[src/rtl/sram16_bus_slave.sv]
// sram16_bus_slave
// Single-transfer strobe/ack slave that runs each 32-bit request on an
// asynchronous 16-bit SRAM. A word is split into a low and a high halfword
// phase, each WAIT_CYCLES+1 cycles long. A halfword with no byte lanes
// selected is skipped entirely.
// Every output is registered. The next-state logic first works out where the
// FSM goes, then derives the pin values for that next state, so the pins
// change on the same edge as the state register.
module sram16_bus_slave #(
    parameter int ADDR_W      = 18,
    parameter int WAIT_CYCLES = 2
) (
    input  logic              clk_i,
    input  logic              rst_i,
    input  logic              stb_i,
    input  logic              we_i,
    input  logic [31:0]       adr_i,
    input  logic [31:0]       dat_i,
    input  logic [3:0]        sel_i,
    output logic [31:0]       dat_o,
    output logic              ack_o,
    output logic [ADDR_W-1:0] sram_addr_o,
    input  logic [15:0]       sram_dq_i,
    output logic [15:0]       sram_dq_o,
    output logic              sram_dq_oe_o,
    output logic              sram_ce_n_o,
    output logic              sram_oe_n_o,
    output logic              sram_we_n_o,
    output logic              sram_lb_n_o,
    output logic              sram_ub_n_o
);

    localparam int CNT_W = (WAIT_CYCLES < 2) ? 1 : $clog2(WAIT_CYCLES + 1);
    localparam logic [CNT_W-1:0] CNT_LAST = CNT_W'(WAIT_CYCLES);
    localparam logic [CNT_W-1:0] CNT_ONE  = CNT_W'(1);

    typedef enum logic [1:0] {
        IDLE = 2'd0,
        LO   = 2'd1,
        HI   = 2'd2,
        ACK  = 2'd3
    } state_t;

    state_t state_reg, state_next;
    logic [CNT_W-1:0]  cnt_reg, cnt_next;

    // Request latched in IDLE; bus changes during a transfer are ignored.
    logic              req_we_reg, req_we_next;
    logic [ADDR_W-2:0] req_word_reg, req_word_next;
    logic [31:0]       req_dat_reg, req_dat_next;
    logic [3:0]        req_sel_reg, req_sel_next;
    logic [31:0]       rd_data_reg, rd_data_next;

    // Registered pin values.
    logic              ack_reg, ack_next;
    logic [31:0]       dat_o_reg, dat_o_next;
    logic [ADDR_W-1:0] addr_reg, addr_next;
    logic [15:0]       dq_o_reg, dq_o_next;
    logic              dq_oe_reg, dq_oe_next;
    logic              ce_n_reg, ce_n_next;
    logic              oe_n_reg, oe_n_next;
    logic              we_n_reg, we_n_next;
    logic              lb_n_reg, lb_n_next;
    logic              ub_n_reg, ub_n_next;

    logic              in_phase;
    logic              hi_half;
    logic              we_strobe;
    logic [31:0]       lane_mask;

    // Address bits outside the SRAM window are deliberately dropped.
    logic unused_adr_bits;
    assign unused_adr_bits = ^{adr_i[31:ADDR_W+1], adr_i[1:0]};

    // Expand the latched byte selects into a 32-bit read-capture mask.
    genvar gi;
    generate
        for (gi = 0; gi < 4; gi++) begin : g_lane_mask
            assign lane_mask[gi*8 +: 8] = {8{req_sel_reg[gi]}};
        end
    endgenerate

    // Next-state and next-pin-value logic.
    always_comb begin
        state_next    = state_reg;
        cnt_next      = cnt_reg;
        req_we_next   = req_we_reg;
        req_word_next = req_word_reg;
        req_dat_next  = req_dat_reg;
        req_sel_next  = req_sel_reg;
        rd_data_next  = rd_data_reg;

        case (state_reg)
            IDLE: begin
                if (stb_i) begin
                    req_we_next   = we_i;
                    req_word_next = adr_i[ADDR_W:2];
                    req_dat_next  = dat_i;
                    req_sel_next  = sel_i;
                    cnt_next      = '0;
                    if (!we_i) begin
                        rd_data_next = '0;
                    end
                    if (|sel_i[1:0]) begin
                        state_next = LO;
                    end else if (|sel_i[3:2]) begin
                        state_next = HI;
                    end else begin
                        state_next = ACK;
                    end
                end
            end
            LO: begin
                if (cnt_reg == CNT_LAST) begin
                    cnt_next = '0;
                    if (!req_we_reg) begin
                        rd_data_next[15:0] = sram_dq_i & lane_mask[15:0];
                    end
                    state_next = (|req_sel_reg[3:2]) ? HI : ACK;
                end else begin
                    cnt_next = cnt_reg + CNT_ONE;
                end
            end
            HI: begin
                if (cnt_reg == CNT_LAST) begin
                    cnt_next = '0;
                    if (!req_we_reg) begin
                        rd_data_next[31:16] = sram_dq_i & lane_mask[31:16];
                    end
                    state_next = ACK;
                end else begin
                    cnt_next = cnt_reg + CNT_ONE;
                end
            end
            ACK: begin
                state_next = IDLE;
            end
            default: begin
                state_next = IDLE;
            end
        endcase

        // Pin values for the cycle the FSM is about to enter.
        in_phase   = (state_next == LO) || (state_next == HI);
        hi_half    = (state_next == HI);
        // we_n is low from the second phase cycle up to the one before the
        // last, so address is set up first and data holds past the rising
        // edge. With a single wait cycle there is no such window, so the
        // strobe falls on the last cycle instead.
        we_strobe  = (cnt_next != '0) &&
                     ((cnt_next != CNT_LAST) || (WAIT_CYCLES == 1));

        ack_next   = 1'b0;
        dat_o_next = dat_o_reg;
        addr_next  = addr_reg;
        dq_o_next  = dq_o_reg;
        dq_oe_next = 1'b0;
        ce_n_next  = 1'b1;
        oe_n_next  = 1'b1;
        we_n_next  = 1'b1;
        lb_n_next  = 1'b1;
        ub_n_next  = 1'b1;

        if (in_phase) begin
            ce_n_next = 1'b0;
            addr_next = {req_word_next, hi_half};
            lb_n_next = ~(hi_half ? req_sel_next[2] : req_sel_next[0]);
            ub_n_next = ~(hi_half ? req_sel_next[3] : req_sel_next[1]);
            if (req_we_next) begin
                dq_oe_next = 1'b1;
                dq_o_next  = hi_half ? req_dat_next[31:16] : req_dat_next[15:0];
                we_n_next  = ~we_strobe;
            end else begin
                oe_n_next = 1'b0;
            end
        end

        if (state_next == ACK) begin
            ack_next = 1'b1;
            if (!req_we_next) begin
                dat_o_next = rd_data_next;
            end
        end
    end

    // State, latched request and registered pins; reset forces everything idle.
    always_ff @(posedge clk_i or posedge rst_i) begin
        if (rst_i) begin
            state_reg    <= IDLE;
            cnt_reg      <= '0;
            req_we_reg   <= 1'b0;
            req_word_reg <= '0;
            req_dat_reg  <= '0;
            req_sel_reg  <= '0;
            rd_data_reg  <= '0;
            ack_reg      <= 1'b0;
            dat_o_reg    <= '0;
            addr_reg     <= '0;
            dq_o_reg     <= '0;
            dq_oe_reg    <= 1'b0;
            ce_n_reg     <= 1'b1;
            oe_n_reg     <= 1'b1;
            we_n_reg     <= 1'b1;
            lb_n_reg     <= 1'b1;
            ub_n_reg     <= 1'b1;
        end else begin
            state_reg    <= state_next;
            cnt_reg      <= cnt_next;
            req_we_reg   <= req_we_next;
            req_word_reg <= req_word_next;
            req_dat_reg  <= req_dat_next;
            req_sel_reg  <= req_sel_next;
            rd_data_reg  <= rd_data_next;
            ack_reg      <= ack_next;
            dat_o_reg    <= dat_o_next;
            addr_reg     <= addr_next;
            dq_o_reg     <= dq_o_next;
            dq_oe_reg    <= dq_oe_next;
            ce_n_reg     <= ce_n_next;
            oe_n_reg     <= oe_n_next;
            we_n_reg     <= we_n_next;
            lb_n_reg     <= lb_n_next;
            ub_n_reg     <= ub_n_next;
        end
    end

    assign ack_o        = ack_reg;
    assign dat_o        = dat_o_reg;
    assign sram_addr_o  = addr_reg;
    assign sram_dq_o    = dq_o_reg;
    assign sram_dq_oe_o = dq_oe_reg;
    assign sram_ce_n_o  = ce_n_reg;
    assign sram_oe_n_o  = oe_n_reg;
    assign sram_we_n_o  = we_n_reg;
    assign sram_lb_n_o  = lb_n_reg;
    assign sram_ub_n_o  = ub_n_reg;

endmodule
[config.mk]
export PLATFORM = sky130hd
export DESIGN_NAME = sram16_bus_slave
export DESIGN_NICKNAME = d
export VERILOG_FILES = /design/src/rtl/sram16_bus_slave.sv
export SDC_FILE = /design/constraint.sdc
export NUM_CORES = 1
export LEC_CHECK = 0
export CORE_ASPECT_RATIO = 0.7
export CORE_MARGIN = 10
export CORE_UTILIZATION = 35
export DETAILED_ROUTE_END_ITERATION = 16
export PLACE_DENSITY = 0.65
export SLEW_MARGIN = 20
export SYNTH_ARGS = -nofsm -noshare
export SYNTH_HDL_FRONTEND = slang
export SYNTH_SLANG_ARGS = --single-unit
[constraint.sdc]
create_clock -name clk_i -period 6.1 [get_ports clk_i]
set_input_delay 1.22 -clock clk_i [delete_from_list [all_inputs] [get_ports clk_i]]
set_output_delay 1.22 -clock clk_i [all_outputs]
set_load 0.03 [all_outputs]
### Word level (Yosys, flattened, before mapping)

Cells that the tools add are included.

* add/sub/neg operators: 1
* bitwise operators: 6
* muxes and demuxes: 38
* eq/ne operators: 8
* reductions and logical operators: 10

Operators by type and width (number)
* $mux 32: 4
* $mux 16: 5
* $pmux 16 s2: 2
* $mux 17: 2
* $and 16x16->16: 2
* $mux 1: 15
* $mux 2: 6
* $eq 2x2->1 const B: 5
* $mux 4: 2
* $pmux 2 s4: 1
* $reduce_or 2->1: 4
* $eq 2x1->1 const B: 2
* $not 1->1: 4
* $pmux 2 s2: 1
* $reduce_and 2->1: 2
* $add 2x1->2 const B: 1
* $logic_not 2->1: 1
* $ne 2x2->1 const B: 1
* $reduce_bool 2->1: 1
* $logic_and 1x1->1: 1
* $logic_or 1x1->1: 1

* input port bits: 88
* logic and storage cells: 80
* output and inout bits: 73
* register bits: 163

### Depth between registers and ports, before layout

* depth after elaboration: 9
* gate-level depth with buffers: 11
* mapped depth without buffers: 10

### Worst setup path after synthesis

No wires, ideal clock.

* path kind: input port to flip-flop
* start: input sel_i[1]
* end: register dq_o_reg[0] (netlist: sram_dq_o[0])
* arrival time: 3.061 ns
* stages on the path: 8
* required time: 6.021 ns
* path slack: 2.960 ns
* library setup time: 0.079 ns
* buffers on the path: 1
* cell sequence: or3b_1 -> o221ai_2 -> nand2_1 -> ha_1 -> inv_1 -> nor2_4 -> buf_2 -> mux2i_1

* longest elaborated chain between the ends: 7
* elaborated cells on any way between the ends: 9
* those cells by class: 2 x eq/ne; 4 x mux; 3 x reduce/logical

RTL lines
* start, declared: RTL line 19 `input logic [3:0] sel_i,`
* $reduce_or 2->1 *: RTL line 104 `if (|sel_i[1:0]) begin`
* $mux 2 *: RTL line 104
* $mux 2 *: RTL line 95 `if (stb_i) begin`
* $pmux 2 s4 *: RTL line 93 `case (state_reg)`
* $eq 2x1->1 / $eq 2x2->1 (equally long branches): RTL line 144, 145
* $logic_or 1x1->1: RTL line 144 `in_phase = (state_next == LO) || (state_next == HI);`
* $reduce_and 2->1 (no line)
* end signal, assigned: RTL line 217 `dq_o_reg <= dq_o_next;`
* end, declared: RTL line 58 `logic [15:0] dq_o_reg, dq_o_next;`

Every way passes the cells marked *; elsewhere a longest branch is shown, timed or not.
A chain may end at the register's enable or synchronous reset.

### Worst setup path in the final report

* start: input stb_i
* end: register dat_o_reg[18] (netlist: dat_o[18])

* longest elaborated chain between the ends: 4
* elaborated cells on any way between the ends: 9
* those cells by class: 1 x eq/ne; 6 x mux; 1 x bitwise; 1 x reduce/logical

RTL lines
* start, declared: RTL line 15 `input logic stb_i,`
* $mux 2 / $mux 1 (equally long branches): RTL line 95
* $pmux 2 s4 / $mux 1 (equally long branches): RTL line 93
* $eq 2x2->1 / $not 1->1 (equally long branches)
* $reduce_and 2->1 (no line)
* end signal, assigned: RTL line 215 `dat_o_reg <= dat_o_next;`
* end, declared: RTL line 56 `logic [31:0] dat_o_reg, dat_o_next;`

Parallel ways exist; a longest one is shown, timed or not.

==> impl_results.md <==
* Die area at 24100 um2
* Setup CP Type: in -> reg
* Via Count at 3914
* Vias per inst at 4.76
* Worst slew pin tran at 0.961 ns
* Met1 layer usage reported by global route at between 10% and 20%
* Final Max Slew Viols at 0
* GRT Total Usage at 12.8%
* Initial antenna violation count at 0
* First-pass GRT wire length at 24900 um
* Vias in the first global route at ~4.5k
* Clk_lat worst skew at 0.42 ns
* Synth Cell Area at between 6000 and 7000 um2
* Drt pass-1 iters at 5
* Reg clk slew, reported paths at approximately 0.060 ns
* Max-slew headroom at 35.8%
* Wire length per cell at ~18 um
* Layout area overhead at 35.3%
* Post-CTS Repair Setup Buffers at 0
* Max-Cap Viols at 0
* Ys Warns at 0
* Average cell area after synthesis at 15.1 um2
* Clock sinks at 163
* Post-synth EDFFs at 0
* Clk_skew at 0.00894 ns
* Port bufs at 145
* Final setup violation count at 0
* Diode count at 0
* Die width at 181 um
* Clock power share at ~20%
* Tot Pwr at 4880 uW
* Met3 GRT Util at 4.66%
* Final TNS setup at 0 ns
* Worst setup SP type: input pin
* Status: completed
* Final Hold Vio Count at 0
* Met2 usage at about a fifth
* Pwr/cell area at 564 nW/um2
* Crit path time final at 3.67 ns
* H-Tree Level Count at 4
* Sequential power share at 34.0%
* Post-synthesis cell count at 423
* Int Pwr at roughly 3100 uW
* Detail Placement HPWL at 10600 um
* ANT nets after route at 0
* Clk buf depth at 2
* RSZ-0062 raised after global routing: false
* Core area at 18000 um2
* Sw Share at 36.5%
* Fin crit share at 60.2%
* Die height at roughly 130 um
* Busiest grt layer: met2
* WP data required at around 6.4 ns
* DR iter-0 viols at about 240
* DRC violation count after routing at 0
* Max IR drop VDD at roughly 270 uV
* Largest net degree at the start of global routing at 60
* Post-Syn Nets at 516
* CTS tree: built
* Synth Flop Type: dfrtp_1
* Row Count at just over 40
* Post-synth cell types at 36
* Logic pwr share at 45.5%
* CP endpoint kind: register
* I/O pins at 161
* P_leak at 0.00393 uW
* Hold Path Class: reg -> reg
* Root Buffer: clkbuf_16
* Cts repair resizes at 0
* Initial Utilization at between 30 and 40%
* # nets final at 667
* Fmax at 272 MHz
* Share of layout cells above drive strength 1 at between 20% and 30%
* Synthesized flop and latch total at 163
* Data arrival time of the critical path at 3.97 ns
* Register area share after synthesis at between 60% and 70%
* Critical Path Fanout Max at 26
* GPL Wtd Cong at just under 0.8
* GR Overflow Total at 0
* Fraction of registers with async set/reset at between 90% and 100%
* Sw Pwr at 1780 uW
* CTS buffer count at 17
* Post-CTS Hold Fix Bufs at 0
* Post-Route WL at approximately 15000 um
## cell type report
cell class              instances  area [um2]
clock buffers                  21         450
multi-input cells             215        2110
inverters                      25        98.8
well taps                     236         295
repair buffers                152        1500
fillers                      1552        9310
flip-flops and latches        163        4090
clock inverters                11         101
## power by group through the flow
stage          combinational, uW  clock (uW)  sequential, uW
3_5_place_dp                2260           0            1680
4_1_cts                     2270        1030            1670
6_report                    2220         999            1660
5_1_grt                     2400        1090            1710
3_3_place_gp                2210           0            1660
2_1_floorplan               1210           0            1980
## per-layer routing
metal | up-vias | share of wire, %
met5 | - | 0
li1 | 1799 | -
met2 | 100 | 47
met4 | 0 | 1.3
met1 | 2000 | 45
met3 | 15 | 7.0
## cells in the mapped netlist, types with 2 or more instances
master	instances	area share [%]
o21ai_0	7	0.55
dfrtp_1	158	62
mux2i_1	30	4.7
buf_6	2	0.35
o211ai_1	4	0.47
a22o_1	32	4.4
ha_1	5	0.98
dfstp_2	5	2.1
nand2_1	7	0.41
and3_1	4	0.39
o41ai_1	2	0.27
nor2_1	3	0.18
mux2_2	95	17
buf_2	12	0.94
mux2_1	7	1.2
inv_1	25	1.5
clkbuf_1	6	0.35
## through the flow
step	worst slack, ns	instance area [um2]	hold slack (ns)	std cells	utilization (%)
floorplan	0.483	6390	0.465	423	-
global placement	1.66	8090	0.475	791	45.0
detailed placement	1.99	8090	0.482	791	45.1
CTS	2.42	8640	0.496	823	48.1
global route	2.29	8640	0.502	823	48.1
finish	2.43	8640	0.489	823	48.1
## worst max-delay path, cell delays in order
cell and delay, ns:
clkdlybuf4s50_1 0.63, or3b_1 0.43, o221ai_2 0.23, nand2_1 0.10
ha_1 0.22, nand2_2 0.51, buf_4 0.28, mux2_2 0.35
## placed cells by master (no fill, tap or decap), types with 3 or more instances in the layout
master / Yosys / layout
clkbuf_16: 0 / 17
o21ai_0: 7 / 7
mux2_1: 7 / 7
inv_1: 25 / 24
clkbuf_1: 6 / 3
o211ai_1: 4 / 4
mux2_2: 95 / 95
dfstp_2: 5 / 5
and3_1: 4 / 4
buf_4: 0 / 7
clkinvlp_4: 0 / 4
a22o_1: 32 / 32
nor2_1: 3 / 3
clkdlybuf4s50_1: 0 / 145
inv_6: 0 / 4
mux2i_1: 30 / 30
clkinv_2: 0 / 3
ha_1: 5 / 5
nand2_1: 7 / 6
dfrtp_1: 158 / 158
## cells by family (layout without fill, tap and decap cells)
kind of cell | after synthesis | count (layout) | synth area share [%]
buffers and inverters | 45 | 209 | 3.11
and+or+nand+nor | 25 | 25 | 2.33
adders and majority gates | 5 | 5 | 0.979
AOI/OAI and AO/OA | 52 | 52 | 6.58
DFF | 163 | 163 | 64.0
muxes | 133 | 133 | 23.0
## worst paths after layout
check                                startpoint               to  slack, ns  cells past startpoint
max in group asynchronous                 rst_i  sram_addr_o[16]       3.79                      3
worst min register to register  req_word_reg[1]  req_word_reg[1]       0.49                      1
min in group asynchronous                 rst_i         dat_o[0]       1.23                      2
worst min-delay path            req_word_reg[1]  req_word_reg[1]       0.49                      1
worst max register to register     state_reg[0]        dat_o[18]       3.20                      9
worst max-delay path                      stb_i        dat_o[18]       2.43                      8
(Power assumes the default switching activity.)
